--- src/rtl/note_seq_pkg.sv ---
// Shared types and register offsets for the note sequencer.
package note_seq_pkg;
  localparam logic [1:0] REG_NOTE   = 2'd0;
  localparam logic [1:0] REG_CTRL   = 2'd1;
  localparam logic [1:0] REG_STATUS = 2'd2;
  localparam logic [1:0] REG_TICK   = 2'd3;

  typedef enum logic [1:0] {IDLE, LOAD, PLAY} state_e;

  typedef struct packed {
    logic [15:0] dur;
    logic [15:0] freq;
  } note_t;
endpackage

--- src/rtl/note_sequencer_if.sv ---
// Register bus between the CPU side (master) and the sequencer (slave).
interface note_sequencer_if;
  logic        cs_i;
  logic        read_i;
  logic        write_i;
  logic [3:0]  address_i;
  logic [31:0] data_in;
  logic [31:0] data_out;

  modport master (output cs_i, read_i, write_i, address_i, data_in, input data_out);
  modport slave  (input cs_i, read_i, write_i, address_i, data_in, output data_out);
endinterface

--- src/rtl/note_fifo.sv ---
// First-word-fall-through note FIFO; a push into a full FIFO is dropped, flush wins over push/pop.
module note_fifo
  import note_seq_pkg::*;
#(
  parameter int DEPTH = 8,
  localparam int AW = $clog2(DEPTH),
  localparam int CW = AW + 1
) (
  input  logic          clk,
  input  logic          reset,
  input  logic          push_i,
  input  logic          pop_i,
  input  logic          flush_i,
  input  note_t         wdata_i,
  output note_t         head_o,
  output logic          full_o,
  output logic          empty_o,
  output logic [CW-1:0] count_o
);
  note_t         mem_q [DEPTH];
  logic [AW-1:0] wptr_q, rptr_q;
  logic [CW-1:0] cnt_q;
  logic          do_push, do_pop;

  assign full_o  = (cnt_q == CW'(DEPTH));
  assign empty_o = (cnt_q == '0);
  assign count_o = cnt_q;
  assign head_o  = mem_q[rptr_q];
  assign do_push = push_i && !full_o && !flush_i;
  assign do_pop  = pop_i && !empty_o && !flush_i;

  always_ff @(posedge clk) begin
    if (!reset) begin
      wptr_q <= '0;
      rptr_q <= '0;
      cnt_q  <= '0;
    end else if (flush_i) begin
      wptr_q <= '0;
      rptr_q <= '0;
      cnt_q  <= '0;
    end else begin
      if (do_push) wptr_q <= wptr_q + AW'(1);
      if (do_pop)  rptr_q <= rptr_q + AW'(1);
      cnt_q <= cnt_q + CW'(do_push) - CW'(do_pop);
    end
  end

  always_ff @(posedge clk) begin
    if (do_push) mem_q[wptr_q] <= wdata_i;
  end
endmodule

--- src/rtl/note_sequencer.sv ---
// Bus-mapped note sequencer: pops {dur,freq} notes and drives the tone divider
// for dur*TICK cycles each, with a 1-cycle silent LOAD between notes.
module note_sequencer
  import note_seq_pkg::*;
#(
  parameter int          DEPTH      = 8,
  parameter logic [31:0] TICK_RESET = 32'd50000
) (
  input  logic               clk,
  input  logic               reset,
  note_sequencer_if.slave    bus,
  output logic [15:0]        freq_o,
  output logic               tone_en_o,
  output logic               busy_o,
  output logic               irq_o
);
  localparam int CW = $clog2(DEPTH) + 1;

  state_e        state_q, state_d;
  logic          en_q, en_d, irq_en_q, irq_en_d, ovf_q, ovf_d, done_q, done_d;
  logic [31:0]   tick_q, tick_d, presc_q, presc_d, rdata;
  logic [15:0]   freq_q, freq_d, dur_q, dur_d;
  logic          rd_vld_q;
  logic [1:0]    rd_addr_q;
  logic          wr_note, wr_ctrl, wr_stat, wr_tick, flush, pop, push_acc, more_d;
  logic          set_done, full, empty;
  logic [CW-1:0] count;
  note_t         head;
  logic          unused_addr;

  assign unused_addr = ^bus.address_i[1:0];
  assign wr_note  = bus.cs_i && bus.write_i && (bus.address_i[3:2] == REG_NOTE);
  assign wr_ctrl  = bus.cs_i && bus.write_i && (bus.address_i[3:2] == REG_CTRL);
  assign wr_stat  = bus.cs_i && bus.write_i && (bus.address_i[3:2] == REG_STATUS);
  assign wr_tick  = bus.cs_i && bus.write_i && (bus.address_i[3:2] == REG_TICK);
  assign flush    = wr_ctrl && bus.data_in[2];
  assign pop      = (state_q == LOAD) && !flush;
  assign push_acc = wr_note && !full && !flush;
  // FIFO holds at least one note once this cycle's push/pop have landed
  assign more_d   = (count > CW'(pop)) || push_acc;

  note_fifo #(.DEPTH(DEPTH)) u_fifo (
    .clk     (clk),
    .reset   (reset),
    .push_i  (wr_note),
    .pop_i   (pop),
    .flush_i (flush),
    .wdata_i (note_t'(bus.data_in)),
    .head_o  (head),
    .full_o  (full),
    .empty_o (empty),
    .count_o (count)
  );

  always_ff @(posedge clk) begin
    if (!reset) state_q <= IDLE;
    else        state_q <= state_d;
  end

  always_comb begin
    state_d  = state_q;
    freq_d   = freq_q;
    dur_d    = dur_q;
    presc_d  = presc_q;
    set_done = 1'b0;
    if (flush) begin
      state_d = IDLE;
    end else begin
      unique case (state_q)
        IDLE: if (en_d && more_d) state_d = LOAD;
        LOAD: begin
          freq_d  = head.freq;
          dur_d   = head.dur;
          presc_d = tick_q - 32'd1;
          if (!en_d) state_d = IDLE;
          else if (head.dur != 16'd0) state_d = PLAY;
          else if (more_d) state_d = LOAD;
          else begin
            state_d  = IDLE;
            set_done = 1'b1;
          end
        end
        PLAY: begin
          if (!en_d) begin
            state_d = IDLE;
          end else if (presc_q != 32'd0) begin
            presc_d = presc_q - 32'd1;
          end else begin
            // reload picks up any TICK written during the previous unit
            presc_d = tick_q - 32'd1;
            dur_d   = dur_q - 16'd1;
            if (dur_q == 16'd1) begin
              if (more_d) state_d = LOAD;
              else begin
                state_d  = IDLE;
                set_done = 1'b1;
              end
            end
          end
        end
        default: state_d = IDLE;
      endcase
    end
  end

  always_comb begin
    en_d     = wr_ctrl ? bus.data_in[0] : en_q;
    irq_en_d = wr_ctrl ? bus.data_in[1] : irq_en_q;
    tick_d   = tick_q;
    ovf_d    = ovf_q;
    done_d   = done_q;
    if (wr_tick) tick_d = (bus.data_in == 32'd0) ? 32'd1 : bus.data_in;
    if (wr_stat && bus.data_in[0]) ovf_d = 1'b0;
    if (wr_stat && bus.data_in[1]) done_d = 1'b0;
    if (wr_note && full) ovf_d = 1'b1;
    if (set_done) done_d = 1'b1;
  end

  always_ff @(posedge clk) begin
    if (!reset) begin
      en_q      <= 1'b0;
      irq_en_q  <= 1'b0;
      tick_q    <= TICK_RESET;
      ovf_q     <= 1'b0;
      done_q    <= 1'b0;
      freq_q    <= '0;
      dur_q     <= '0;
      presc_q   <= '0;
      rd_vld_q  <= 1'b0;
      rd_addr_q <= '0;
    end else begin
      en_q      <= en_d;
      irq_en_q  <= irq_en_d;
      tick_q    <= tick_d;
      ovf_q     <= ovf_d;
      done_q    <= done_d;
      freq_q    <= freq_d;
      dur_q     <= dur_d;
      presc_q   <= presc_d;
      rd_vld_q  <= bus.cs_i && bus.read_i;
      rd_addr_q <= bus.address_i[3:2];
    end
  end

  assign freq_o    = (state_q == PLAY) ? freq_q : 16'd0;
  assign tone_en_o = (state_q == PLAY) && (freq_q != 16'd0);
  assign busy_o    = (state_q != IDLE);
  assign irq_o     = irq_en_q && done_q;

  always_comb begin
    rdata = '0;
    if (rd_vld_q) begin
      unique case (rd_addr_q)
        REG_CTRL:   rdata = {30'd0, irq_en_q, en_q};
        REG_STATUS: rdata = {16'd0, 8'(count), 3'd0, busy_o, full, empty, done_q, ovf_q};
        REG_TICK:   rdata = tick_q;
        default:    rdata = '0;
      endcase
    end
  end

  assign bus.data_out = rdata;
endmodule

--- src/flat_wrapper.sv ---
// flat-port wrapper written by rule: the top's interface ports become plain ports
module note_sequencer_flat import note_seq_pkg::*;
#(
  parameter int          DEPTH      = 8,
  parameter logic [31:0] TICK_RESET = 32'd50000
)
  (clk, reset, freq_o, tone_en_o, busy_o, irq_o, bus_cs_i, bus_read_i, bus_write_i, bus_address_i, bus_data_in, bus_data_out);
  note_sequencer_if bus_i ();
  input  logic clk;
  input  logic reset;
  output logic [15:0] freq_o;
  output logic tone_en_o;
  output logic busy_o;
  output logic irq_o;
  input wire logic [$bits(bus_i.cs_i)-1:0] bus_cs_i;
  input wire logic [$bits(bus_i.read_i)-1:0] bus_read_i;
  input wire logic [$bits(bus_i.write_i)-1:0] bus_write_i;
  input wire logic [$bits(bus_i.address_i)-1:0] bus_address_i;
  input wire logic [$bits(bus_i.data_in)-1:0] bus_data_in;
  output wire logic [$bits(bus_i.data_out)-1:0] bus_data_out;
  assign bus_i.cs_i = bus_cs_i;
  assign bus_i.read_i = bus_read_i;
  assign bus_i.write_i = bus_write_i;
  assign bus_i.address_i = bus_address_i;
  assign bus_i.data_in = bus_data_in;
  assign bus_data_out = bus_i.data_out;
  note_sequencer #(.DEPTH(DEPTH), .TICK_RESET(TICK_RESET)) u_core (.clk(clk), .reset(reset), .bus(bus_i), .freq_o(freq_o), .tone_en_o(tone_en_o), .busy_o(busy_o), .irq_o(irq_o));
endmodule
--- config.mk ---
export PLATFORM = sky130hd
export DESIGN_NAME = note_sequencer_flat
export DESIGN_NICKNAME = d
export VERILOG_FILES = /design/src/rtl/note_seq_pkg.sv /design/src/rtl/note_sequencer_if.sv /design/src/rtl/note_fifo.sv /design/src/rtl/note_sequencer.sv /design/src/flat_wrapper.sv
export SDC_FILE = /design/constraint.sdc
export NUM_CORES = 1
export LEC_CHECK = 0
export ABC_AREA = 1
export CAP_MARGIN = 20
export CORE_MARGIN = 5
export CORE_UTILIZATION = 54
export CTS_CLUSTER_DIAMETER = 100
export CTS_CLUSTER_SIZE = 28
export DETAILED_ROUTE_END_ITERATION = 8
export PLACE_DENSITY = 0.76
export SLEW_MARGIN = 0
export SYNTH_ARGS = -nofsm -noshare
export SYNTH_HDL_FRONTEND = slang
export SYNTH_SLANG_ARGS = --single-unit
--- constraint.sdc ---
create_clock -name clk -period 4.35 [get_ports clk]
set_clock_uncertainty 0.15 [all_clocks]
set_input_delay 0.6525 -clock clk [delete_from_list [all_inputs] [get_ports clk]]
set_output_delay 0.6525 -clock clk [all_outputs]
set_load 0.1 [all_outputs]
==> impl_metrics.ini, run 1 <==
[global_routing]
grt_max_degree = 65
grt-ovfl-total = 0
grt_antenna_before_repair = 1
grt_pass1_vias = 12960
grt_usage = 0.2434
grt_pass1_wl_um = 70260

[die]
pin_count = 92
die_x_um = 189.9
core_area_sq_um = 31800
dieArea_sq_um = 36080
fp.dieH_um = 189.9
initial_utilization = 0.5499
rows = 65

[placement]
dp.cells = 2410
port_buffers = 89
routabilityCongestion = 0.9506
dp_hpwl_um = 29150

[power_and_ir_drop]
p_per_area_nw_per_um2 = 463.8
p_leak_nw = 7.719
max-vdd-ir-drop_uv = 328.7
combPwrFrac = 0.318
p_switching_mw = 3.216
p_int_mw = 5.728
pwr-share-seq = 0.470
clockPowerShare = 0.212
p_sw_frac = 0.3596

[cells_and_area]
nets = 2055
final_common_cell = nand2_1
fillCellCount = 2684
regArea_sq_um = 10050
finalNonFillerCells = 2442
drive_gt1_frac = 0.06979
syn_to_final_growth_pct = 10.30
multiInputGateArea_sq_um = 6277
layout_common_cells = nand2_1, edfxtp_1, inv_1

[clock_tree]
clkSinkCount = 374
cts_resized = 0
clk_latency_ns = 0.54
clk_pin_slew_ns = 0.11
root_buffer = clkbuf_16
ctsHoldBuffers = 0
cts_tree = yes
numCtsBuffers = 17
cts_htree_levels = 1
clockBufferDepth = 3
cts_setup_buffers = 0

[routing]
avgRoutedWirePerCell_um = 18.40
drt_iter0_drc = 1489
ant_nets = 0
drc_errors = 0
routed_via_density = 5.646
routed_wl_um = 44940
drt-pass1-iter-count = 6
vias = 13790

[worst_setup_path]
cp_slowest_cell = dfxtp_1
cp_cell_sequence = inv_1 -> nor3_1 -> buf_4
cp-start-kind = flop
cp.arrival_ns = 2.72
cp-end-kind = primary output
cp.required_ns = 3.55
critical_path.max_stage_delay_ns = 0.70
timing_worst_setup_path_type = flop to primary output
path_max_fanout = 23

[yosys]
synth-simple-area-share = 0.2104
synth-seq-area-share = 0.5747
synth.distinct_cells = 54
synth_top_family_by_area = simple AND/OR/NAND/NOR gates
ys_ff_latch = 374
synth_top_area_share = 0.4396
synth_flop_cell = edfxtp_1
synth_top_area_cell = edfxtp_1
synthArstFlopShare = 0
synth_nets = 2005
synth-compound-area-share = 0.1060
syn_inst = 1945
synthAdderAreaFrac = 0.01403
avgSynthCellArea_sq_um = 8.990
synth_area_sq_um = 17490
yosys_warnings = 0
synth_edf_count = 256
synthTopCellsByArea = edfxtp_1, dfxtp_1, nand2_1
synthMuxAreaShare = 0
synth_xor_area_frac = 0.02504

[timing]
period_needed_ns = 3.527
tightest_slew_ns = 0.9777
slew_violations = 0
maxClockFrequency_ghz = 0.2835
tns_ns = 0
hold_viol = 0
setup_viol = 0
period_share = 0.8108
rsz0062_at_grt = false
max_slew_margin = 0.3461

[job]
maxCapViolations = 0

[run_status]
status = complete, no violations

[hold_path]
holdCritPathClass = flop to flop
[logic make-up (layout without fill, tap and decap cells)]
| kind of cell | after synthesis | count (layout) |
|---|---|---|
| and+or+nand+nor | 883 | 883 |
| DFF | 374 | 374 |
| AOI/OAI and AO/OA | 315 | 315 |
| buffers and inverters | 304 | 365 |
| xor gates and xnor gates | 50 | 50 |
| adders and majority gates | 19 | 19 |
| other | 0 | 1 |
[power groups by stage]
| stage | Sequential [mW] | Clock, mW | Combinational, mW |
|---|---|---|---|
| floorplan | 4.21 | 0 | 2.23 |
| global placement | 4.27 | 0 | 2.75 |
| detailed placement | 4.27 | 0 | 2.81 |
| CTS | 4.19 | 1.92 | 2.83 |
| global route | 4.23 | 2.06 | 3.17 |
| finish | 4.20 | 1.90 | 2.85 |
[metrics by stage]
stage	power (mW)	hold WS, ns	instance area (sq um)	util	setup WS [ns]
floorplan	6.440	0.2834	17490	-	0.1162
global placement	7.015	0.3043	18740	0.5894	0.9263
detailed placement	7.087	0.3122	18740	0.5894	0.8383
CTS	8.947	0.3267	19260	0.6055	0.8653
global route	9.453	0.3380	19290	0.6065	0.7384
finish	8.944	0.3269	19290	0.6065	0.8230
[worst max-delay path: cells and delay by family (launching register included)]
kind	cells	cell delay, ns
flops	1	0.70
simple gates	1	0.55
buf+inv	2	0.93
[sequential cells by signal (all words and copies together), names as in the netlist, 2 cells and up, named ones only]
signal                 cells
u_core.state_q             2
u_core.presc_q            32
u_core.u_fifo.mem_q      256
u_core.freq_q             16
u_core.tick_q             32
u_core.u_fifo.count_o      4
u_core.u_fifo.wptr_q       3
u_core.rd_addr_q           2
u_core.u_fifo.rptr_q       3
u_core.dur_q              16
[worst paths after layout]
check	startpoint	to	slack [ns]	cells after the start
max	u_core.rd_vld_q$_SDFF_PN0_	bus_data_out[22]	0.82	3
min	u_core.dur_q[14]$_SDFFE_PN0P_	u_core.dur_q[14]$_SDFFE_PN0P_	0.33	2
max reg2reg	u_core.u_fifo.count_o[2]$_SDFF_PP0_	u_core.u_fifo.mem_q[6][29]$_DFFE_PP_	1.46	10
min reg2reg	u_core.dur_q[14]$_SDFFE_PN0P_	u_core.dur_q[14]$_SDFFE_PN0P_	0.33	2
[layout make-up]
type,instances,share of cell area
flip-flops and latches,374,0.5213
inverters,217,0.04282
repair buffers,118,0.05540
multi-input cells,1267,0.3255
clock buffers,28,0.02530
diodes,1,0.0001298
well taps,435,0.02822
clock inverters,2,0.001298
[cell usage after synthesis, drive strengths merged, types with 5 or more instances]
| master | n |
|---|---|
| a31oi | 12 |
| nor2 | 220 |
| or2 | 5 |
| nand3 | 83 |
| ha | 18 |
| o22ai | 10 |
| nand2 | 504 |
| o21ai | 131 |
| o221ai | 28 |
| buf | 34 |
| dfxtp | 118 |
| xor2 | 33 |
| a211oi | 12 |
| nor3 | 35 |
| nor4 | 16 |
| nand4 | 14 |
| edfxtp | 256 |
| inv | 213 |
| clkbuf | 53 |
| a21oi | 87 |
| xnor2 | 17 |
| o211ai | 24 |
[layer usage]
layer	up-vias	global-route usage	routed length [um]
met2	559	0.4151	21820
met1	6584	0.3364	18610
li1	6576	-	-
met5	-	0	0
met4	0	0.06539	1269
met3	69	0.02367	3241
Power figures use the tool's default switching activity.
==> run 2, diff against run 1 <==
- CORE_UTILIZATION: 54 -> 60
- PLACE_DENSITY: 0.76 -> 0.8
- clock period: 4.35 -> 3.6 ns (I/O delays scaled with it)
==> run 2 against run 1 <==
Against the previous run: first-iteration DRC count is 4.8% higher; utilization grew 6.6 points; die area down 9.5%; register-to-register slack got worse by 0.87 ns; worst setup slack lost 0.41 ns; via count rose by 0.86%; design area rose by 0.10%; critical path type unchanged; critical endpoint is now bus_data_out[25]; largest cell class unchanged; highest routed layer is now met5.
==> impl_metrics.ini, run 2 (same netlist as run 1, synthesis figures left out) <==
[run_status]
status = complete, no violations

[worst_setup_path]
path_max_fanout = 23
cp-start-kind = flop
timing_worst_setup_path_type = flop to primary output
setup.worst_path.start = u_core.rd_vld_q$_SDFF_PN0_
reg2reg_depth = 15
cp.required_ns = 2.91
rr_endpoint = u_core.state_q[0]$_SDFFE_PP0P_
cp_slowest_cell = dfxtp_1
cp-end-kind = primary output
cp_cell_sequence = inv_1 -> nor3_1 -> buf_4
cp.arrival_ns = 2.50
critical_path.max_stage_delay_ns = 0.64
reg2reg_setup_slack_ns = 0.59

[clock_tree]
clk_latency_ns = 0.53
clockBufferDepth = 3
cts_htree_levels = 1
root_buffer = clkbuf_16
cts_resized = 0
clkSinkCount = 374
ctsHoldBuffers = 0
cts_setup_buffers = 0
clk_pin_slew_ns = 0.11
cts_tree = yes
numCtsBuffers = 17

[power_and_ir_drop]
total_power_mw = 10.81
p_per_area_nw_per_um2 = 559.8
pwr-share-seq = 0.469
p_switching_mw = 3.924
combPwrFrac = 0.324
p_sw_frac = 0.3631
p_int_mw = 6.883
p_leak_nw = 7.761
max-vdd-ir-drop_uv = 410.5
clockPowerShare = 0.207

[job]
maxCapViolations = 0

[cells_and_area]
final_common_cell = nand2_1
final_util = 0.6726
largest_register = u_core.u_fifo.mem_q
reg.largest.list = u_core.u_fifo.mem_q: 256 flops, u_core.presc_q: 32 flops, u_core.tick_q: 32 flops
syn_to_final_growth_pct = 10.41
nets = 2061
fillCellCount = 2289
largest_reg_flops = 256
drive_gt1_frac = 0.07604
stdcell_area_sq_um = 19310
layout_common_cells = nand2_1, edfxtp_1, inv_1

[placement]
postPlaceCellArea_sq_um = 18790
dp_hpwl_um = 28820
place_ws_ns = 0.4416
routabilityCongestion = 0.9951
port_buffers = 89

[timing]
period_share = 0.8863
period_needed_ns = 3.191
slew_violations = 0
setup_viol = 0
tns_ns = 0
timing.final.ws_setup_ns = 0.4092
tightest_slew_ns = 0.9827
hold_viol = 0
max_slew_margin = 0.3389
maxClockFrequency_ghz = 0.3134
rsz0062_at_grt = false

[global_routing]
grt_pass1_vias = 13320
grt_pass1_wl_um = 70410
grt_max_degree = 74
grt_usage = 0.2660
grt-ovfl-total = 0
grt_antenna_before_repair = 2

[hold_path]
min_from = u_core.u_fifo.rptr_q[2]$_SDFFE_PP0P_
whs_path_depth = 2
holdCritPathClass = flop to flop

[routing]
avgRoutedWirePerCell_um = 18.74
ant_nets = 0
routed_wl_um = 44930
drt_iter0_drc = 1560
drt-pass1-iter-count = 5
routed_via_density = 5.802
drc_errors = 0
vias = 13910

[die]
dieArea_sq_um = 32660
core_area_sq_um = 28700
die_x_um = 180.7
rows = 62
pin_count = 92
fp.dieH_um = 180.7
initial_utilization = 0.6092
-- run 2: changes by cell type in the layout (fill, tap and decap cells not counted), sizes merged --
cell and delta:
buf +12, clkdlybuf4s50 -6, clkbuf -2, clkinv +1
clkinvlp +1
-- run 2: power groups by stage --
stage / sequential, mW / combinational, mW / clock [mW]
6_report: 5.07 / 3.50 / 2.24
5_1_grt: 5.09 / 3.88 / 2.40
4_1_cts: 5.06 / 3.46 / 2.26
3_5_place_dp: 5.15 / 3.43 / 0
3_3_place_gp: 5.14 / 3.36 / 0
2_1_floorplan: 5.09 / 2.70 / 0
-- run 2: cell type report --
| class | instances | area [sq um] | share of cell area |
|---|---|---|---|
| clock inverters | 4 | 33.78 | 0.001750 |
| clock buffers | 26 | 459.2 | 0.02378 |
| well taps | 384 | 480.5 | 0.02489 |
| repair buffers | 124 | 1166 | 0.06040 |
| diodes | 1 | 2.502 | 0.0001296 |
| multi-input cells | 1267 | 6284 | 0.3255 |
| inverters | 217 | 825.8 | 0.04277 |
| flip-flops and latches | 374 | 10050 | 0.5208 |
-- run 2: routing by layer --
layer  routed length (um)  part of all wire  track usage
met5                   13           0.00029            0
met4                 1680             0.037      0.09407
met3                 3248             0.072      0.03036
met2                21580              0.48       0.4465
met1                18410              0.41       0.3621
-- run 2: how the worst max path moves through the flow --
| stage | endpoint | cells after the start |
|---|---|---|
| floorplan | bus_data_out[12] | 4 |
| global placement | u_core.u_fifo.count_o[2]$_SDFF_PP0_ | 15 |
| detailed placement | u_core.u_fifo.count_o[2]$_SDFF_PP0_ | 15 |
| CTS | bus_data_out[3] | 5 |
| global route | bus_data_out[3] | 5 |
| finish | bus_data_out[25] | 3 |
-- run 2: metrics by stage --
stage          cells  hold slack (ns)
6_report        2397           0.3217
3_3_place_gp    2365           0.2999
2_1_floorplan   1945           0.2834
5_1_grt         2397           0.3387
4_1_cts         2395           0.3189
3_5_place_dp    2365           0.3036
-- run 2: worst max-delay path, delay by kind of cell (launching register included) --
kind          cells  cell delay, ns
buf+inv           2            0.86
flops             1            0.64
simple gates      1            0.46
